## src/rtl/input_debouncer.sv

```systemverilog
// Per-bit 2-FF synchronizer, counter debounce and sticky edge flags behind a registered read port.
// Define DEBOUNCE_FALL_EDGE_EN to add fall-edge flags readable (and cleared) via rd_sel_i = 2'b10.
module input_debouncer #(
    parameter int unsigned WIDTH        = 16,
    parameter int unsigned DEBOUNCE_CYC = 50000,
    parameter int unsigned CNT_W        = 16
) (
    input  logic             clk_i,
    input  logic             rst_i,
    input  logic [WIDTH-1:0] raw_i,
    input  logic             rd_en_i,
    input  logic [1:0]       rd_sel_i,
    output logic [31:0]      rd_data_o,
    output logic             rd_valid_o,
    output logic [WIDTH-1:0] level_o
);

    localparam logic [CNT_W-1:0] CntMax = CNT_W'(DEBOUNCE_CYC - 1);
    localparam int unsigned      PadW   = 32 - WIDTH;

    logic [WIDTH-1:0] sync1_q, sync2_q;
    logic [WIDTH-1:0] stable_q, stable_d;
    logic [CNT_W-1:0] cnt_q [WIDTH];
    logic [CNT_W-1:0] cnt_d [WIDTH];
    logic [WIDTH-1:0] rise_q, rise_d;
    logic [31:0]      rd_data_q, rd_data_d;
    logic             rd_valid_q, rd_valid_d;
    logic [WIDTH-1:0] sel_data;
    logic             rise_clr;
`ifdef DEBOUNCE_FALL_EDGE_EN
    logic [WIDTH-1:0] fall_q, fall_d;
    logic             fall_clr;
`endif

    // Any sample agreeing with the stable level restarts the count.
    always_comb begin
        stable_d = stable_q;
        for (int i = 0; i < WIDTH; i++) begin
            cnt_d[i] = '0;
            if (sync2_q[i] != stable_q[i]) begin
                if (cnt_q[i] == CntMax) begin
                    stable_d[i] = sync2_q[i];
                end else begin
                    cnt_d[i] = cnt_q[i] + CNT_W'(1);
                end
            end
        end
    end

    always_comb begin
        sel_data = '0;
        case (rd_sel_i)
            2'b00:   sel_data = stable_q;
            2'b01:   sel_data = rise_q;
`ifdef DEBOUNCE_FALL_EDGE_EN
            2'b10:   sel_data = fall_q;
`endif
            default: sel_data = '0;
        endcase

        rd_valid_d = rd_en_i;
        rd_data_d  = rd_data_q;
        if (rd_en_i) begin
            rd_data_d = {{PadW{1'b0}}, sel_data};
        end

        // New edges are OR-ed in after the clear so an event coinciding with a read survives.
        rise_clr = rd_en_i && (rd_sel_i == 2'b01);
        rise_d   = (rise_clr ? '0 : rise_q) | (stable_d & ~stable_q);
`ifdef DEBOUNCE_FALL_EDGE_EN
        fall_clr = rd_en_i && (rd_sel_i == 2'b10);
        fall_d   = (fall_clr ? '0 : fall_q) | (~stable_d & stable_q);
`endif
    end

    always_ff @(posedge clk_i or posedge rst_i) begin
        if (rst_i) begin
            sync1_q    <= '0;
            sync2_q    <= '0;
            stable_q   <= '0;
            rise_q     <= '0;
            rd_data_q  <= '0;
            rd_valid_q <= 1'b0;
            for (int i = 0; i < WIDTH; i++) begin
                cnt_q[i] <= '0;
            end
`ifdef DEBOUNCE_FALL_EDGE_EN
            fall_q     <= '0;
`endif
        end else begin
            sync1_q    <= raw_i;
            sync2_q    <= sync1_q;
            stable_q   <= stable_d;
            rise_q     <= rise_d;
            rd_data_q  <= rd_data_d;
            rd_valid_q <= rd_valid_d;
            for (int i = 0; i < WIDTH; i++) begin
                cnt_q[i] <= cnt_d[i];
            end
`ifdef DEBOUNCE_FALL_EDGE_EN
            fall_q     <= fall_d;
`endif
        end
    end

    assign rd_data_o  = rd_data_q;
    assign rd_valid_o = rd_valid_q;
    assign level_o    = stable_q;

endmodule

```

## config.mk

```make
export PLATFORM = sky130hd
export DESIGN_NAME = input_debouncer
export DESIGN_NICKNAME = d
export VERILOG_FILES = /design/src/rtl/input_debouncer.sv
export SDC_FILE = /design/constraint.sdc
export NUM_CORES = 1
export LEC_CHECK = 0
export BUFFER_PORTS_ARGS = -buffer_cell sky130_fd_sc_hd__clkbuf_2
export CAP_MARGIN = 20
export CORE_UTILIZATION = 45
export DETAILED_ROUTE_END_ITERATION = 10
export HOLD_SLACK_MARGIN = 0.02
export SLEW_MARGIN = 30
export SYNTH_ARGS = -nofsm -noshare
export SYNTH_HDL_FRONTEND = slang
export SYNTH_SLANG_ARGS = --single-unit
```

## constraint.sdc

```tcl
create_clock -name clk_i -period 12.2 [get_ports clk_i]
set_input_delay 1.83 -clock clk_i [delete_from_list [all_inputs] [get_ports clk_i]]
set_output_delay 1.83 -clock clk_i [all_outputs]
set_load 0.1 [all_outputs]
```

==> metrics.md <==
| Metric | Value |
|---|---|
| Status | finished clean |
| Final hold vios | 0 |
| Final wirelength | 29,000 um |
| Fin crit share | 28.0% |
| Leakage | 7.37 nW |
| Hpwl dp | 18,700 um |
| Vias | 10,600 |
| GRT overflow | 0 |
| Clk Latency, worst-skew pair | 0.53 ns |
| Minimum clock period | 3.41 ns |
| Part of the Yosys area used for sequential elements | 53.8% |
| Boundary Pins | 70 |
| Die width | 189 um |
| FF+latch count, synth | 337 |
| Number of global-route vias before repair | 10,600 |
| CTS tree | built |
| Initial antenna violation count | 1 |
| Synth area leaders | dfrtp_1, xnor2_1, nor2_1 |
| 1st-pass router iterations | 5 |
| Share of the synthesized area in the top cell type | 53.8% |
| Post-Syn Area | 0.0157 mm^2 |
| Die area | 0.0356 mm^2 |
| Port bufs | 53 |
| Post-Place Setup Slack | 7.69 ns |
| FP Rows | 67 |
| Worst Path Required | 12.60 ns |
| Fin Setup TNS | 0 ns |
| Detail Route Antenna Nets | 0 |
| Clk root buf | clkbuf_16 |
| WL/cell | 14.1 um |
| Clk_skew | 0.0207 ns |
| Post-CTS Hold Fix Bufs | 0 |
| Syn avg cell area | 10.4 um^2 |
| CP arrival | 3.81 ns |
| Largest net degree at the start of global routing | 118 |
| Distinct cell type count after synthesis | 45 |
| TritonCTS Sinks | 337 |
| Non-filler cells, final | 2,055 |
| Resized cells post-CTS | 0 |
| Crit path largest cell delay | 0.89 ns |
| Pwr Density | 140 mW/mm^2 |
| CP Cell Sequence | clkbuf_2, nand3b_1, a32o_1 |
| Dpl cells | 1,986 |
| Final GP Congestion | 0.828 |
| Num CTS Buffers | 38 |
| Final Max Slew Viols | 0 |
| Worst setup SP type | input pin |
| Critical path fanouts, max | 17 |
| Die H | 189 um |
| Post-layout util | 52.3% |
| Maximum clock path buffer count | 3 |
| Share of cells above drive strength 1 | 9.53% |
| Worst Max-Slew Pin Slew | 1.01 ns |
| Maximum VDD drop | 0.000104 V |
| Area leader, netlist | dfrtp_1 |
| Vias per inst | 5.17 |
| Unrepaired setup endpoints after global routing | false |
| Slack of the critical path | 8.79 ns |
| Commonest non-fill, non-tap cell in the layout | dfrtp_1 |
| GR Util All Layers | 17.1% |
| Most frequent cells in the layout | dfrtp_1, nor2_1, xnor2_1, nand3_1, inv_1 |
| Starting Density | 46.2% |
| Core footprint | 0.0339 mm^2 |
| Slew HR | 32.3% |
| Syn. warnings | 0 |
| Number of remaining DRC errors | 0 |
| Hold Crit Class | reg -> reg |
| Critical Path End Type | register |
| Main synth FF type | dfrtp_1 |
| Post-synth EDFFs | 0 |
| Post-CTS Setup Bufs | 0 |
| Nets | 1,615 |
| First-pass GRT wire length | 51,000 um |
| Synth Instances | 1,509 |
| CTS H-tree depth | 2 |
| WS Path Type | in -> reg |
| Reg clk slew, reported paths | 0.06 ns |
| Maximum clock rate | 293 MHz |
| Max_cap viols | 0 |
| Initial DRC Count | 566 |
| Final setup vio count | 0 |
| Asr flop ratio synth | 100% |
| Cell at the slowest stage of the critical path | nand3b_1 |
| P&R area growth vs syn | 13.0% |
-- final cells by class --
class                      count  area, um^2
multi-input combinational   1071        6750
clock inverter                15         259
antenna                        1        2.50
timing repair buffer          57         307
sequential                   337        8430
inverter                      73         282
tap                          448         561
clock buffer                  53        1110
fill                        3065       16200
-- per-layer routing --
| metal | GRT usage, % | part of all wire, % | wire (um) |
|---|---|---|---|
| met5 | 0 | 0 | 0 |
| met3 | 2.70 | 3.3 | 968 |
| met2 | 26.0 | 44 | 12900 |
| met4 | 5.65 | 2.3 | 671 |
| met1 | 24.9 | 50 | 14400 |
-- logic make-up (layout without fill, tap and decap cells) --
logic type | count (synthesis) | in the layout | synth area share [%]
mux | 32 | 32 | 2.22
other cells | 1 | 17 | 0.0239
xor+xnor | 237 | 237 | 13.3
buf+inv | 116 | 198 | 3.43
flops | 337 | 337 | 53.8
simple gates | 722 | 722 | 22.6
fa+ha+maj | 16 | 16 | 1.28
compound gates | 48 | 48 | 3.32
-- registers in the layout, summed over array words and instances, names as in the netlist --
name	flops
level_o	16
rise_q	16
rd_valid_o	1
cnt_q	256
sync2_q	16
rd_data_o	16
sync1_q	16
-- report_power, final --
| group | internal (mW) | switching [mW] | total (mW) | leakage [nW] |
|---|---|---|---|---|
| combinational | 0.0220 | 0.0763 | 0.0983 | 2.11 |
| clock | 0.785 | 0.447 | 1.23 | 0.667 |
| sequential | 1.14 | 0.0172 | 1.15 | 4.59 |
| total | 1.94 | 0.540 | 2.48 | 7.37 |
-- synthesized netlist by cell type (all sizes together), types with 4 or more instances --
cell type and count:
nand2 70, nor4b 7, xnor2 187, clkbuf 13, or4 4, ha 16, and4 6, xor2 50
a32o 7, buf 30, and3 13, nand4bb 4, o22ai 16, mux2 16, o41ai 11, dfrtp 337
o21ai 9, nor3 51, nor2 301, or3 11, mux2i 16, nor4 71, nand4 68, nand3 86
nand3b 6, nor4bb 8, nand2b 8, inv 73
-- worst max-delay path, delay by kind of cell --
family | cells | cell delay [ns]
buf+inv | 1 | 0.55
compound gates | 1 | 0.50
simple gates | 1 | 0.89
-- final timing paths --
| check | startpoint | end | slack [ns] | depth (start not counted) |
|---|---|---|---|---|
| worst max register to register | cnt_q[0] | cnt_q[14] | 10.04 | 4 |
| max in group asynchronous | rst_i | cnt_q[166] | 8.87 | 4 |
| worst max-delay path | rd_sel_i[0] | rise_q[6] | 8.79 | 3 |
| min in group asynchronous | rst_i | sync1_q[7] | 1.48 | 2 |
| worst min-delay path | sync1_q[1] | sync2_q[1] | 0.34 | 0 |
| worst min register to register | sync1_q[1] | sync2_q[1] | 0.34 | 0 |
-- stage by stage --
stage	cell area (um^2)	hold slack, ns	power (mW)
2_1_floorplan	15700	0.331	1.25
3_3_place_gp	16300	0.331	1.27
3_5_place_dp	16300	0.336	1.27
4_1_cts	17700	0.337	2.53
5_1_grt	17700	0.355	2.58
6_report	17700	0.337	2.48
Power figures use the tool's default switching activity.
